**src/rtl/mult_div_unit_if.sv**
```systemverilog
// Request/response bundle between the control unit and the iterative multiply/divide unit.
interface mult_div_unit_if #(
  parameter int unsigned WIDTH = 32
);
  logic             start;
  logic             mult_or_div;
  logic [WIDTH-1:0] op_a;
  logic [WIDTH-1:0] op_b;
  logic             busy;
  logic             done;
  logic             erro_div;
  logic [WIDTH-1:0] hi;
  logic [WIDTH-1:0] lo;

  modport master (
    output start, mult_or_div, op_a, op_b,
    input  busy, done, erro_div, hi, lo
  );

  modport slave (
    input  start, mult_or_div, op_a, op_b,
    output busy, done, erro_div, hi, lo
  );
endinterface

```
**src/rtl/mult_div_unit.sv**
```systemverilog
// Iterative signed multiply (radix-2 Booth) / divide (restoring) unit, one bit per cycle.
// MULT_DIV_FAST_MULT_EN: single-cycle multiply that skips the Booth iteration.
module mult_div_unit #(
  parameter int unsigned WIDTH = 32,
  parameter int unsigned CNT_W = 6
) (
  input logic           clk_i,
  input logic           rst_ni,
  mult_div_unit_if.slave bus
);

  typedef enum logic [1:0] {StIdle, StRun, StDone} state_e;

  state_e           state_q, state_d;
  logic [CNT_W-1:0] cnt_q, cnt_d;
  logic             busy_q, busy_d;
  logic             err_q, err_d;
  logic             div_q, div_d;
  logic             qm1_q, qm1_d;
  logic             qneg_q, qneg_d;
  logic             rneg_q, rneg_d;
  // acc: Booth partial product high half, or divide partial remainder (one guard bit)
  logic [WIDTH:0]   acc_q, acc_d;
  // mq: Booth multiplier / product low half, or dividend shifting into quotient
  logic [WIDTH-1:0] mq_q, mq_d;
  logic [WIDTH-1:0] m_q, m_d;
  logic [WIDTH-1:0] hi_q, hi_d;
  logic [WIDTH-1:0] lo_q, lo_d;

  logic             a_sign, b_sign;
  logic [WIDTH-1:0] abs_a, abs_b;
  logic [WIDTH:0]   m_ext, booth_sum, booth_acc;
  logic [WIDTH-1:0] booth_mq;
  logic [WIDTH:0]   shifted, trial, div_acc;
  logic [WIDTH-1:0] div_mq;

`ifdef MULT_DIV_FAST_MULT_EN
  logic [2*WIDTH-1:0] fast_prod;
  assign fast_prod = $signed(bus.op_a) * $signed(bus.op_b);
`endif

  assign a_sign = bus.op_a[WIDTH-1];
  assign b_sign = bus.op_b[WIDTH-1];
  assign abs_a  = a_sign ? -bus.op_a : bus.op_a;
  assign abs_b  = b_sign ? -bus.op_b : bus.op_b;

  always_comb begin
    m_ext = {m_q[WIDTH-1], m_q};
    case ({mq_q[0], qm1_q})
      2'b01:   booth_sum = acc_q + m_ext;
      2'b10:   booth_sum = acc_q - m_ext;
      default: booth_sum = acc_q;
    endcase
    booth_acc = {booth_sum[WIDTH], booth_sum[WIDTH:1]};
    booth_mq  = {booth_sum[0], mq_q[WIDTH-1:1]};

    shifted = {acc_q[WIDTH-1:0], mq_q[WIDTH-1]};
    trial   = shifted - {1'b0, m_q};
    div_acc = trial[WIDTH] ? shifted : trial;
    div_mq  = {mq_q[WIDTH-2:0], ~trial[WIDTH]};
  end

  always_comb begin
    state_d = state_q;
    cnt_d   = cnt_q;
    err_d   = err_q;
    div_d   = div_q;
    qm1_d   = qm1_q;
    qneg_d  = qneg_q;
    rneg_d  = rneg_q;
    acc_d   = acc_q;
    mq_d    = mq_q;
    m_d     = m_q;
    hi_d    = hi_q;
    lo_d    = lo_q;
    unique case (state_q)
      StIdle: begin
        if (bus.start) begin
          err_d = 1'b0;
          cnt_d = '0;
          acc_d = '0;
          qm1_d = 1'b0;
          div_d = bus.mult_or_div;
          if (bus.mult_or_div) begin
            if (bus.op_b == '0) begin
              err_d   = 1'b1;
              state_d = StDone;
            end else begin
              mq_d    = abs_a;
              m_d     = abs_b;
              qneg_d  = a_sign ^ b_sign;
              rneg_d  = a_sign;
              state_d = StRun;
            end
          end else begin
`ifdef MULT_DIV_FAST_MULT_EN
            hi_d    = fast_prod[2*WIDTH-1:WIDTH];
            lo_d    = fast_prod[WIDTH-1:0];
            state_d = StDone;
`else
            mq_d    = bus.op_b;
            m_d     = bus.op_a;
            state_d = StRun;
`endif
          end
        end
      end
      StRun: begin
        cnt_d = cnt_q + CNT_W'(1);
        if (div_q) begin
          acc_d = div_acc;
          mq_d  = div_mq;
        end else begin
          acc_d = booth_acc;
          mq_d  = booth_mq;
          qm1_d = mq_q[0];
        end
        if (cnt_q == CNT_W'(WIDTH - 1)) begin
          state_d = StDone;
          if (div_q) begin
            hi_d = rneg_q ? -div_acc[WIDTH-1:0] : div_acc[WIDTH-1:0];
            lo_d = qneg_q ? -div_mq : div_mq;
          end else begin
            hi_d = booth_acc[WIDTH-1:0];
            lo_d = booth_mq;
          end
        end
      end
      StDone:  state_d = StIdle;
      default: state_d = StIdle;
    endcase
    busy_d = (state_d != StIdle);
  end

  always_ff @(posedge clk_i or negedge rst_ni) begin
    if (!rst_ni) begin
      state_q <= StIdle;
      cnt_q   <= '0;
      busy_q  <= 1'b0;
      err_q   <= 1'b0;
      div_q   <= 1'b0;
      qm1_q   <= 1'b0;
      qneg_q  <= 1'b0;
      rneg_q  <= 1'b0;
      acc_q   <= '0;
      mq_q    <= '0;
      m_q     <= '0;
      hi_q    <= '0;
      lo_q    <= '0;
    end else begin
      state_q <= state_d;
      cnt_q   <= cnt_d;
      busy_q  <= busy_d;
      err_q   <= err_d;
      div_q   <= div_d;
      qm1_q   <= qm1_d;
      qneg_q  <= qneg_d;
      rneg_q  <= rneg_d;
      acc_q   <= acc_d;
      mq_q    <= mq_d;
      m_q     <= m_d;
      hi_q    <= hi_d;
      lo_q    <= lo_d;
    end
  end

  assign bus.busy     = busy_q;
  assign bus.done     = (state_q == StDone);
  assign bus.erro_div = (state_q == StDone) && err_q;
  assign bus.hi       = hi_q;
  assign bus.lo       = lo_q;

endmodule

```
**src/flat_wrapper.sv**
```systemverilog
// flat-port wrapper written by rule: the top's interface ports become plain ports
module mult_div_unit_flat 
#(
  parameter int unsigned WIDTH = 32,
  parameter int unsigned CNT_W = 6
)
  (clk_i, rst_ni, bus_start, bus_mult_or_div, bus_op_a, bus_op_b, bus_busy, bus_done, bus_erro_div, bus_hi, bus_lo);
  mult_div_unit_if #(.WIDTH(WIDTH)) bus_i ();
  input logic clk_i;
  input logic rst_ni;
  input wire logic [$bits(bus_i.start)-1:0] bus_start;
  input wire logic [$bits(bus_i.mult_or_div)-1:0] bus_mult_or_div;
  input wire logic [$bits(bus_i.op_a)-1:0] bus_op_a;
  input wire logic [$bits(bus_i.op_b)-1:0] bus_op_b;
  output wire logic [$bits(bus_i.busy)-1:0] bus_busy;
  output wire logic [$bits(bus_i.done)-1:0] bus_done;
  output wire logic [$bits(bus_i.erro_div)-1:0] bus_erro_div;
  output wire logic [$bits(bus_i.hi)-1:0] bus_hi;
  output wire logic [$bits(bus_i.lo)-1:0] bus_lo;
  assign bus_i.start = bus_start;
  assign bus_i.mult_or_div = bus_mult_or_div;
  assign bus_i.op_a = bus_op_a;
  assign bus_i.op_b = bus_op_b;
  assign bus_busy = bus_i.busy;
  assign bus_done = bus_i.done;
  assign bus_erro_div = bus_i.erro_div;
  assign bus_hi = bus_i.hi;
  assign bus_lo = bus_i.lo;
  mult_div_unit #(.WIDTH(WIDTH), .CNT_W(CNT_W)) u_core (.clk_i(clk_i), .rst_ni(rst_ni), .bus(bus_i));
endmodule
```
**config.mk**
```make
export PLATFORM = sky130hd
export DESIGN_NAME = mult_div_unit_flat
export DESIGN_NICKNAME = d
export VERILOG_FILES = /design/src/rtl/mult_div_unit_if.sv /design/src/rtl/mult_div_unit.sv /design/src/flat_wrapper.sv
export SDC_FILE = /design/constraint.sdc
export NUM_CORES = 1
export LEC_CHECK = 0
export CAP_MARGIN = 40
export CORE_MARGIN = 2
export CORE_UTILIZATION = 45
export DETAILED_ROUTE_END_ITERATION = 16
export PLACE_DENSITY = 0.71
export SYNTH_ARGS = -nofsm -noshare
export SYNTH_HDL_FRONTEND = slang
export SYNTH_SLANG_ARGS = --single-unit
```
**constraint.sdc**
```tcl
create_clock -name clk_i -period 7.85 [get_ports clk_i]
set_input_delay 1.57 -clock clk_i [delete_from_list [all_inputs] [get_ports clk_i]]
set_output_delay 1.57 -clock clk_i [all_outputs]
set_load 0.02 [all_outputs]
```
* Word-level counts from Yosys, hierarchy flattened *
Cells that the tools add are included.

word-level totals
  register bits after elaboration = 175
  latch bits = 0
  memory bits (writable) = 0
  memory bits (read-only) = 0
  input bits = 68
  output and inout bits = 67
  word-level logic and storage cells = 75
  memories = 0

operators by class
  add/sub/neg operators = 8
  multiply operators = 0
  divide/modulo/power cells = 0
  $lt $le $gt $ge = 0
  equal/unequal tests = 9
  shift operators = 0
  muxes and demuxes = 30
  bitwise logic cells = 3
  reduce and logical (&&, ||, !) cells = 12

operator list
  operator                                             number
  2-to-1 mux 32 bit                                    12
  one-hot mux 33 bit (2 select lines)                  2
  negator 32 bit                                       4
  2-to-1 mux 33 bit                                    3
  one-hot mux 32 bit (2 select lines)                  1
  adder 33 bit                                         1
  subtractor 33 x 32 -> 33 bit                         1
  subtractor 33 bit                                    1
  zero test 32 bit                                     1
  one-hot mux 6 bit (2 select lines)                   1
  AND reduction 3 bit                                  3
  2-to-1 mux 2 bit                                     4
  adder 6 x 1 -> 6 bit, second input constant          1
  equality test 6 x 5 -> 1 bit, second input constant  1
  2-to-1 mux 6 bit                                     1
  != test 2 bit, second input constant                 3
  AND reduction 2 bit                                  3
  equality test 2 x 1 -> 1 bit, second input constant  2
  equality test 2 bit, second input constant           2
  2-to-1 mux 1 bit                                     4
  one-hot mux 2 bit (2 select lines)                   1
  AND reduction 4 bit                                  1
  nonzero test 2 bit                                   2
  != test 3 bit, second input constant                 1
  5 further kinds                                      6

* Depth between registers and ports, before layout *
  depth in word-level cells = 6
  depth in mapped cells = 31
  gate-level depth less buffers = 25

* Worst setup path after synthesis *
Ideal clock, no wire load.

  path type = reg-to-reg
  start point = reg u_core.m_q[9]
  end point = reg u_core.hi_q[30] (netlist: u_core.bus.hi[30])
  arrival = 5.687 ns
  required time = 7.724 ns
  path slack = 2.037 ns
  stages on the path, launching flop included = 29
  buffers on the path = 6
  path through = dfrtp_1 -> inv_1 -> ha_1 -> a21oi_1 -> o21ai_0 -> nor3_1 -> a211oi_2 -> a211o_1 -> a31oi_1 -> nor2b_1 -> o21ai_0 -> nand2b_1 -> ha_1 -> clkbuf_8 -> clkbuf_8 -> clkbuf_8 -> clkbuf_8 -> clkbuf_1 -> buf_1 -> nand2_1 -> o21ai_0 -> ha_1 -> nand2_1 -> nor3_1 -> nand4_2 -> nor4_2 -> nand2_1 -> mux2i_1 -> o32a_1

on the way
  word-level cells in the longest chain between the ends = 5
  elaborated cells between the ends (all ways) = 8

RTL lines
  element                       line                  source
  start, declared               mult_div_unit.sv:26   logic [WIDTH-1:0] m_q, m_d;
  start signal, assigned        mult_div_unit.sv:161  m_q <= m_d;
  subtractor 33 x 32 -> 33 bit  mult_div_unit.sv:58   trial = shifted - {1'b0, m_q};
  2-to-1 mux 33 bit             mult_div_unit.sv:59   div_acc = trial[WIDTH] ? shifted : trial;
  negator 32 bit                mult_div_unit.sv:121  hi_d = rneg_q ? -div_acc[WIDTH-1:0] : div_acc[WIDTH-1:0];
  2-to-1 mux 32 bit             mult_div_unit.sv:121
  2-to-1 mux 32 bit (*)         mult_div_unit.sv:120  if (div_q) begin
  end signal, assigned          mult_div_unit.sv:162  hi_q <= hi_d;
  end, declared                 mult_div_unit.sv:27   logic [WIDTH-1:0] hi_q, hi_d;

Mark *: on every way between the ends. The rest lies on a longest branch, timed or not.
A chain may end at the register's enable or synchronous reset.

* Final worst setup path *
  start point = reg u_core.m_q[9]
  end point = reg u_core.hi_q[31] (netlist: u_core.bus.hi[31])

Same word-level chain as after synthesis.

==> results.toml <==
[outcome]
run_status = "complete, no violations"

[sta]
fin_crit_sh = 0.834
slew_violations = 0
post_route_skew_ps = 16.3
grt_setup_unrepaired = "false"
setup_viol_count_final = 0
finalHoldViolations = 0
timing.max_slew.rel_slack = 0.374
period_minus_slack_ps = 6540
fin_setup_tns_ps = 0
timing_worst_slew_pin_value_ps = 939
fmax_mhz = 153

[clock_tree]
cts.clk_slew.worst_paths_ps = 70
cts_buf_count = 17
cts_hold_buf = 0
ctsLongestPathBuffers = 2
cts-root-buf = "sky130_fd_sc_hd__clkbuf_16"
ctsResizeCount = 0
tritoncts = "done"
cts-htree-levels = 4
clk_latency_ps = 450
cts.sinks = 175
cts_post_setup_buffers_inserted = 0

[detailed_routing]
ant_nets = 0
dr_total_vias = 16600
drc = 0
drt_iter0_drc = 1606
drt_pre_antenna_iters = 5
routed_wl_um = 57000
route.detailed.wl_per_inst_um = 21.1
via_density_per_instance = 6.13

[synthesis]
number_of_enable_type_register_cells_in_the_synthesized_netlist = 0
synth_sequential_area_ratio = 0.265
synth-seq-cells = 175
synth-warning-count = 0
async_flop_share = 1.00
synthCells = 2181
synth_area_um2 = 16500
synthFlopType = "sky130_fd_sc_hd__dfrtp_1"
ys_types = 109
mappedNetlistNets = 2323
mapped_avg_cell_area_um2 = 7.57

[min_path]
hold-path-cell-count = 2
hold_path.class = "reg -> reg"

[critical_path]
start_kind = "flop"
critical_path_peak_fanout = 26
setup.worst_path.end_class = "flop"
critPathKind = "reg -> reg"
arrival_ps = 6920
cells_on_worst_reg2reg_path = 23
worst_ep_required_time_ps = 8220

[floorplanning]
die_outline_width_um = 195
total_die_area_um2 = 38200
core_um2 = 36300
start_util = 0.454
io_pins = 135
dieHeight_um = 195
fp-row-count = 70

[placed_design]
post_dp_hpwl_um = 44100
routabilityCongestion = 0.953
port-buffer-count = 134

[job]
maxCapViolations = 0

[global_routing]
grt_util_all_layers = 0.298
first_global_vias = 15600
largest_net_degree_at_the_start_of_global_routing = 89
gr-total-overflow = 0
grt_antenna_before_repair = 6
wire_length_of_the_first_global_routing_pass_um = 89400

[layout]
syn2layout_area_growth_pct = 13.5
nNetsFinal = 2364
layout-drive-gt1-share = 0.0600
-- kinds of logic after synthesis --
family	share of synthesized area
xor gates and xnor gates	0.0908
and+or+nand+nor	0.216
buffers and inverters	0.0537
muxes	0.0349
AOI/OAI and AO/OA	0.282
adders and majority gates	0.0570
DFF	0.265
-- layout make-up --
cell class / instances / area (µm²)
Sequential cell: 175 / 4380
Clock inverter: 14 / 169
Inverter: 72 / 270
Clock buffer: 18 / 439
Timing Repair Buffer: 160 / 1630
Tap cell: 468 / 586
Antenna cell: 1 / 2.50
Multi-Input combinational cell: 1796 / 11300
Fill cell: 3416 / 17600
-- routing by layer --
layer	vias up	track usage	share of wire
met5	-	0	0.0013
met4	10	0.0868	0.027
met3	99	0.0470	0.065
met2	670	0.473	0.45
met1	7881	0.418	0.45
li1	7920	-	-
-- worst paths after layout --
path,from,to,slack [ps]
max,u_core.m_q[9],u_core.bus.hi[31],1310
min reg2reg,u_core.err_q,u_core.err_q,480
max reg2reg,u_core.m_q[9],u_core.bus.hi[31],1310
min,u_core.err_q,u_core.err_q,480
max in group asynchronous,rst_ni,u_core.bus.hi[13],5900
min in group asynchronous,rst_ni,u_core.bus.lo[12],1010
-- state kept, by name, indices dropped and copies added, names as in the netlist --
signal           flops
u_core.acc_q        33
u_core.bus.hi       32
u_core.bus.lo       32
u_core.m_q          32
u_core.mq_q         32
u_core.cnt_q         6
u_core.state_q       2
u_core.bus.busy      1
u_core.div_q         1
u_core.err_q         1
u_core.qm1_q         1
u_core.qneg_q        1
u_core.rneg_q        1
-- per-stage QoR --
stage / instances / util / cell area [µm²] / hold WS [ps] / setup WS [ps]
final: 2704 / 0.515 / 18700 / 481 / 1310
after CTS: 2703 / 0.515 / 18700 / 485 / 1440
after floorplan: 2181 / - / 16500 / 442 / 2040
after global placement: 2665 / 0.495 / 18000 / 464 / 1590
after global routing: 2703 / 0.515 / 18700 / 515 / 865
after detailed placement: 2671 / 0.498 / 18100 / 468 / 1470
-- worst max-delay path, stage by stage, from the launching register on --
cell and delay, ps:
sky130_fd_sc_hd__dfrtp_1 410, sky130_fd_sc_hd__inv_1 90, sky130_fd_sc_hd__ha_1 400, sky130_fd_sc_hd__a21oi_1 160, sky130_fd_sc_hd__o21ai_0 220, sky130_fd_sc_hd__nor3_1 460
sky130_fd_sc_hd__a211oi_2 220, sky130_fd_sc_hd__a211o_1 370, sky130_fd_sc_hd__a31oi_1 290, sky130_fd_sc_hd__nor2b_1 80, sky130_fd_sc_hd__o21ai_0 150, sky130_fd_sc_hd__nand2b_1 80
sky130_fd_sc_hd__ha_2 390, sky130_fd_sc_hd__buf_4 330, sky130_fd_sc_hd__and2b_2 260, sky130_fd_sc_hd__a31o_2 210, sky130_fd_sc_hd__or3_4 350, sky130_fd_sc_hd__a211o_1 360
sky130_fd_sc_hd__nor4_4 260, sky130_fd_sc_hd__nand4_1 360, sky130_fd_sc_hd__nor3_2 410, sky130_fd_sc_hd__a311oi_1 160, sky130_fd_sc_hd__a41oi_1 280, sky130_fd_sc_hd__a2bb2oi_2 150
-- placed cells by master (no fill, tap or decap), types with 21 or more instances in the layout --
cell type,instances
sky130_fd_sc_hd__buf_4,21
sky130_fd_sc_hd__clkdlybuf4s50_1,132
sky130_fd_sc_hd__a21o_1,36
sky130_fd_sc_hd__o21ai_0,262
sky130_fd_sc_hd__nand2_1,307
sky130_fd_sc_hd__nor2_1,187
sky130_fd_sc_hd__a31oi_1,21
sky130_fd_sc_hd__xor2_1,95
sky130_fd_sc_hd__dfrtp_1,174
sky130_fd_sc_hd__o31ai_1,44
sky130_fd_sc_hd__mux2i_1,53
sky130_fd_sc_hd__xnor2_1,76
sky130_fd_sc_hd__ha_1,71
sky130_fd_sc_hd__nor3_1,32
sky130_fd_sc_hd__a21oi_1,194
sky130_fd_sc_hd__nand3_1,43
sky130_fd_sc_hd__a211oi_1,33
sky130_fd_sc_hd__inv_1,70
-- synth_stat cells, types with 14 or more instances --
cell type                  instances  area, µm²
sky130_fd_sc_hd__a21o_1           36        270
sky130_fd_sc_hd__mux2i_1          53        531
sky130_fd_sc_hd__nand2_1         308       1160
sky130_fd_sc_hd__inv_1            71        267
sky130_fd_sc_hd__ha_1             72        901
sky130_fd_sc_hd__nor4_1           14       87.6
sky130_fd_sc_hd__nand3_1          43        215
sky130_fd_sc_hd__o41ai_1          15        131
sky130_fd_sc_hd__nor3_1           32        160
sky130_fd_sc_hd__a31oi_1          21        131
sky130_fd_sc_hd__a211oi_1         33        248
sky130_fd_sc_hd__xor2_1           95        832
sky130_fd_sc_hd__clkbuf_1        101        379
sky130_fd_sc_hd__nand2b_1         19        119
sky130_fd_sc_hd__dfrtp_1         175       4380
sky130_fd_sc_hd__or3_1            19        119
sky130_fd_sc_hd__o31ai_1          44        330
sky130_fd_sc_hd__buf_1            15       56.3
sky130_fd_sc_hd__o21ai_0         262       1310
sky130_fd_sc_hd__nand4_1          18        113
sky130_fd_sc_hd__nor2b_1          19        119
sky130_fd_sc_hd__a21oi_1         194        971
sky130_fd_sc_hd__nor2_1          188        706
sky130_fd_sc_hd__xnor2_1          76        666
Power is left out: the tool's default activity adds up to more than one toggle a clock period on the data nets, which glitch-free logic cannot reach.
